File: config.mk
export PLATFORM = sky130hd
export DESIGN_NAME = uart_rx_fifo
export DESIGN_NICKNAME = d
export VERILOG_FILES = /design/src/rtl/uart_rx_fifo.sv
export SDC_FILE = /design/constraint.sdc
export NUM_CORES = 1
export LEC_CHECK = 0
export ABC_AREA = 1
export BUFFER_PORTS_ARGS = -buffer_cell sky130_fd_sc_hd__buf_2
export CORE_ASPECT_RATIO = 0.6
export CORE_MARGIN = 4
export CORE_UTILIZATION = 46
export CTS_CLUSTER_DIAMETER = 60
export DETAILED_ROUTE_END_ITERATION = 8
export GPL_TIMING_DRIVEN = 0
export HOLD_SLACK_MARGIN = 0.02
export SLEW_MARGIN = 20
export SYNTH_ARGS = -nofsm -noshare
export SYNTH_HDL_FRONTEND = slang
export SYNTH_SLANG_ARGS = --single-unit
File: constraint.sdc
create_clock -name i_clk -period 3 [get_ports i_clk]
set_input_delay 0.3 -clock i_clk [delete_from_list [all_inputs] [get_ports i_clk]]
set_output_delay 0.3 -clock i_clk [all_outputs]
set_load 0.02 [all_outputs]
File: src/rtl/uart_rx_fifo.sv
// 8N1 UART receiver (LSB first) feeding a first-word-fall-through byte FIFO.
// Rejects start-bit glitches, reports framing errors and FIFO overflow.
module uart_rx_fifo #(
  parameter int CLKS_PER_BIT = 87,
  parameter int FIFO_DEPTH   = 16,
  parameter int ADDR_W       = $clog2(FIFO_DEPTH)
) (
  input  logic              i_clk,
  input  logic              i_rst,
  input  logic              i_uart_rxd,
  input  logic              i_rd_en,
  input  logic              i_ovf_clr,
  output logic [7:0]        o_rd_byte,
  output logic              o_rd_valid,
  output logic [ADDR_W:0]   o_fifo_count,
  output logic              o_frame_err,
  output logic              o_overflow,
  output logic              o_rx_active
);
  localparam int CNT_W = $clog2(CLKS_PER_BIT);
  localparam logic [CNT_W-1:0]  HALF = CNT_W'((CLKS_PER_BIT - 1) / 2);
  localparam logic [CNT_W-1:0]  LAST = CNT_W'(CLKS_PER_BIT - 1);
  localparam logic [ADDR_W:0]   FULL = (ADDR_W + 1)'(FIFO_DEPTH);

  typedef enum logic [2:0] {IDLE, START, DATA, STOP, BRK} state_t;

  state_t           state, state_d;
  logic             sync1, rx_s;
  logic [CNT_W-1:0] cnt, cnt_d;
  logic [2:0]       idx, idx_d;
  logic [7:0]       shift, shift_d;
  logic             push, frame_err_d;

  always_ff @(posedge i_clk) begin
    if (i_rst) begin
      sync1       <= 1'b1;
      rx_s        <= 1'b1;
      state       <= IDLE;
      cnt         <= '0;
      idx         <= '0;
      shift       <= '0;
      o_frame_err <= 1'b0;
    end else begin
      sync1       <= i_uart_rxd;
      rx_s        <= sync1;
      state       <= state_d;
      cnt         <= cnt_d;
      idx         <= idx_d;
      shift       <= shift_d;
      o_frame_err <= frame_err_d;
    end
  end

  always_comb begin
    state_d     = state;
    cnt_d       = cnt;
    idx_d       = idx;
    shift_d     = shift;
    push        = 1'b0;
    frame_err_d = 1'b0;
    unique case (state)
      IDLE: if (!rx_s) begin
        state_d = START;
        cnt_d   = '0;
      end
      // Re-check the line at mid start bit so short low glitches are ignored.
      START: if (cnt == HALF) begin
        cnt_d   = '0;
        idx_d   = '0;
        state_d = rx_s ? IDLE : DATA;
      end else cnt_d = cnt + 1'b1;
      DATA: if (cnt == LAST) begin
        cnt_d        = '0;
        shift_d[idx] = rx_s;
        idx_d        = idx + 1'b1;
        if (idx == 3'd7) state_d = STOP;
      end else cnt_d = cnt + 1'b1;
      STOP: if (cnt == LAST) begin
        cnt_d = '0;
        if (rx_s) begin
          push    = 1'b1;
          state_d = IDLE;
        end else begin
          frame_err_d = 1'b1;
          state_d     = BRK;
        end
      end else cnt_d = cnt + 1'b1;
      // A held-low line (break) must return high before a new frame can start.
      BRK: if (rx_s) state_d = IDLE;
      default: state_d = IDLE;
    endcase
  end

  logic [7:0]        mem [FIFO_DEPTH];
  logic [ADDR_W-1:0] wptr, rptr;
  logic [ADDR_W:0]   count;
  logic              pop, wr, full;

  assign full = (count == FULL);
  assign pop  = i_rd_en && (count != '0);
  // When full, a simultaneous pop frees the slot the new byte lands in.
  assign wr   = push && (!full || pop);

  always_ff @(posedge i_clk) begin
    if (i_rst) begin
      wptr       <= '0;
      rptr       <= '0;
      count      <= '0;
      o_overflow <= 1'b0;
    end else begin
      if (wr)  wptr <= wptr + 1'b1;
      if (pop) rptr <= rptr + 1'b1;
      if (wr && !pop)      count <= count + 1'b1;
      else if (pop && !wr) count <= count - 1'b1;
      if (push && !wr)     o_overflow <= 1'b1;
      else if (i_ovf_clr)  o_overflow <= 1'b0;
    end
  end

  always_ff @(posedge i_clk) begin
    if (wr) mem[wptr] <= shift;
  end

  assign o_rd_valid   = (count != '0);
  assign o_rd_byte    = o_rd_valid ? mem[rptr] : 8'h00;
  assign o_fifo_count = count;
  assign o_rx_active  = (state != IDLE);
endmodule
==> results.json <==
{
  "globalplace.congestion": 0.933,
  "drt-initial-drc-count": 709,
  "fin_nets": 798,
  "routed_wl_um": 18700,
  "final_hold_viol_count": 0,
  "fin_setup_tns_ns": 0,
  "worst_setup_path_end_kind": "primary output",
  "root_buffer": "clkbuf_16",
  "hold_ws_ns": 0.0549,
  "syn_area_um2": 7360,
  "io_pins": 22,
  "synth_common_cells": "217 x nand2_1, 128 x edfxtp_1, 122 x nand3_1, 47 x nor2_1, 43 x inv_1",
  "period_share_pct": 91.7,
  "die_w_um": 171,
  "synth.distinct_cells": 32,
  "grtUsageMet1_pct": 34.8,
  "maxCapViolCount": 0,
  "place_inst": 959,
  "synthArstFlopShare_pct": 0,
  "synth_nets": 754,
  "netlist.area_leader.share_pct": 52.2,
  "post-dp-hpwl_um": 12800,
  "required_ns": 2.70,
  "synth_area_leader_cell": "edfxtp_1",
  "initial_core_util_pct": 47.5,
  "synth_seq_cells": 170,
  "path_class": "reg2out",
  "stdcell_count": 995,
  "arrival_ns": 2.45,
  "synth_edf_count": 128,
  "syn_inst": 735,
  "ant_nets": 0,
  "synth-seq-area-share_pct": 63.6,
  "max_freq_mhz": 363,
  "die_area_um2": 18200,
  "irDropWorstVdd_mv": 0.367,
  "drtPass1Iterations": 5,
  "gr-max-usage-layer": "met1",
  "postLayoutCellArea_um2": 8370,
  "synth_most_common_cell": "nand2_1",
  "min_period_ns": 2.75,
  "cts.clk_slew.worst_paths_ns": 0.07,
  "numCtsBuffers": 17,
  "p_per_area_nw_per_um2": 599,
  "status": "complete, no violations",
  "drive_above_1_share_pct": 11.1,
  "coreArea_um2": 15500,
  "grt_pass1_wl_um": 29200,
  "final_util_pct": 54.0,
  "via_per_inst": 5.54,
  "ys_top_cells_by_area": "edfxtp_1 52%, dfxtp_1 11%, nand2_1 11%",
  "grt_pass1_vias": 5050,
  "ys.flop_type": "edfxtp_1",
  "synth.avg_cell_area_um2": 10.0,
  "path_buf_inv": 3,
  "antenna_found_initial": 0,
  "num_vias": 5508,
  "crit_top_cell": "nand2_1",
  "rows": 35,
  "cts_tree": "built",
  "diodes": 0,
  "ys_warn_count": 0,
  "cpPeakStageDelay_ns": 0.50,
  "gr-total-overflow": 0,
  "areaGrowthSynthToFinish_pct": 13.7,
  "cp_top_family": "buffers and inverters",
  "setup_viol": 0,
  "rsz0062_at_grt": "no",
  "clk_latency_ns": 0.43,
  "maxSlewViolCount": 0,
  "io_buffers": 21,
  "drcViolationCount": 0,
  "use_met2_pct": 28.7,
  "dpl_cell_area_um2": 7720,
  "crit_path_start_kind": "flip-flop",
  "wl_per_cell_um": 18.8,
  "grt_usage_pct": 21.6,
  "grt_max_degree": 18,
  "cts_sinks": 170,
  "fin_skew_ns": 0.00809,
  "use_met3_pct": 4.35,
  "path_max_fanout": 10,
  "clk_path_buf_depth": 2,
  "leakage_uw": 0.00330,
  "hold_class": "in2reg",
  "tightest_slew_ns": 0.965,
  "maxSlewHeadroom_pct": 35.4,
  "slowest_stage": "clkbuf_1",
  "crit_chain": "inv_2 > clkbuf_1 > nand2_1 > nand3_1 > nand3_1 > nand2_1 > nand2_1 > a21oi_1 > buf_2",
  "cts.htree.levels": 4,
  "die_y_um": 106
}
[registers in the layout, indices dropped and copies added, names as in the netlist, 3 cells and up, named ones only]
name / count
mem: 128
o_fifo_count: 5
state: 3
rptr: 4
wptr: 4
idx: 3
cnt: 7
shift: 8
[timing repair]
| action | CTS | global route |
|---|---|---|
| buffers inserted | 0 | 4 |
| hold buffers | 0 | 0 |
| resized for setup | 0 | 4 |
| setup endpoints to repair | 0 | 1 |
[per-layer routing]
metal  vias up  part of all wire (%)
met5         -                     0
met4         0                   1.7
met3        34                   9.0
met2       224                    40
met1      2658                    49
li1       2592                     -
[cells in the final DEF (no fill, tap or decap), types with 3 or more instances in the layout]
| cell | n |
|---|---|
| a21oi_1 | 32 |
| buf_2 | 29 |
| buf_4 | 4 |
| clkbuf_1 | 23 |
| clkbuf_16 | 19 |
| dfxtp_1 | 42 |
| edfxtp_1 | 128 |
| ha_1 | 12 |
| inv_1 | 42 |
| inv_2 | 3 |
| nand2_1 | 217 |
| nand2_2 | 3 |
| nand2_4 | 4 |
| nand3_1 | 122 |
| nand4_1 | 9 |
| nor2_1 | 47 |
| nor3_1 | 3 |
| o21ai_0 | 16 |
| xor2_1 | 6 |
[stage by stage]
step           power (uW)  setup slack (ns)
2_1_floorplan        2740             0.301
4_1_cts              5030             0.157
3_5_place_dp         2790             0.179
3_3_place_gp         2780             0.245
5_1_grt              5170            0.0366
6_report             5020             0.249
[kinds of logic after synthesis]
group           count (synthesis)  synth area share, %
simple gates                  418                 25.3
buf+inv                        77                 4.49
flops                         170                 63.6
xor+xnor                        7                0.833
fa+ha+maj                      14                 2.48
compound gates                 49                 3.33
[layout make-up]
cell class | count | area (um^2)
plain buffers | 31 | 158
fillers | 1310 | 7130
repair buffers | 25 | 135
well taps | 203 | 254
inverters | 46 | 173
clock buffers | 24 | 504
flip-flops and latches | 170 | 4680
clock inverters | 8 | 105
multi-input cells | 488 | 2360
[where the power goes]
group          switching (uW)  total, uW  internal (uW)
Combinational             154        215           60.8
Sequential               22.6       2540           2510
Clock                     908       2270           1360
Total                    1080       5020           3930
[final timing paths]
path                                  from         endpoint  slack, ns  cells after the start
worst max-delay path             flip-flop     o_rd_byte[0]       0.25                      9
worst min-delay path            i_uart_rxd            sync1       0.05                      2
worst max register to register      cnt[0]  o_fifo_count[4]       0.25                     17
worst min register to register       sync1             rx_s       0.42                      1
Note: power is estimated with default switching activity, not from simulation.
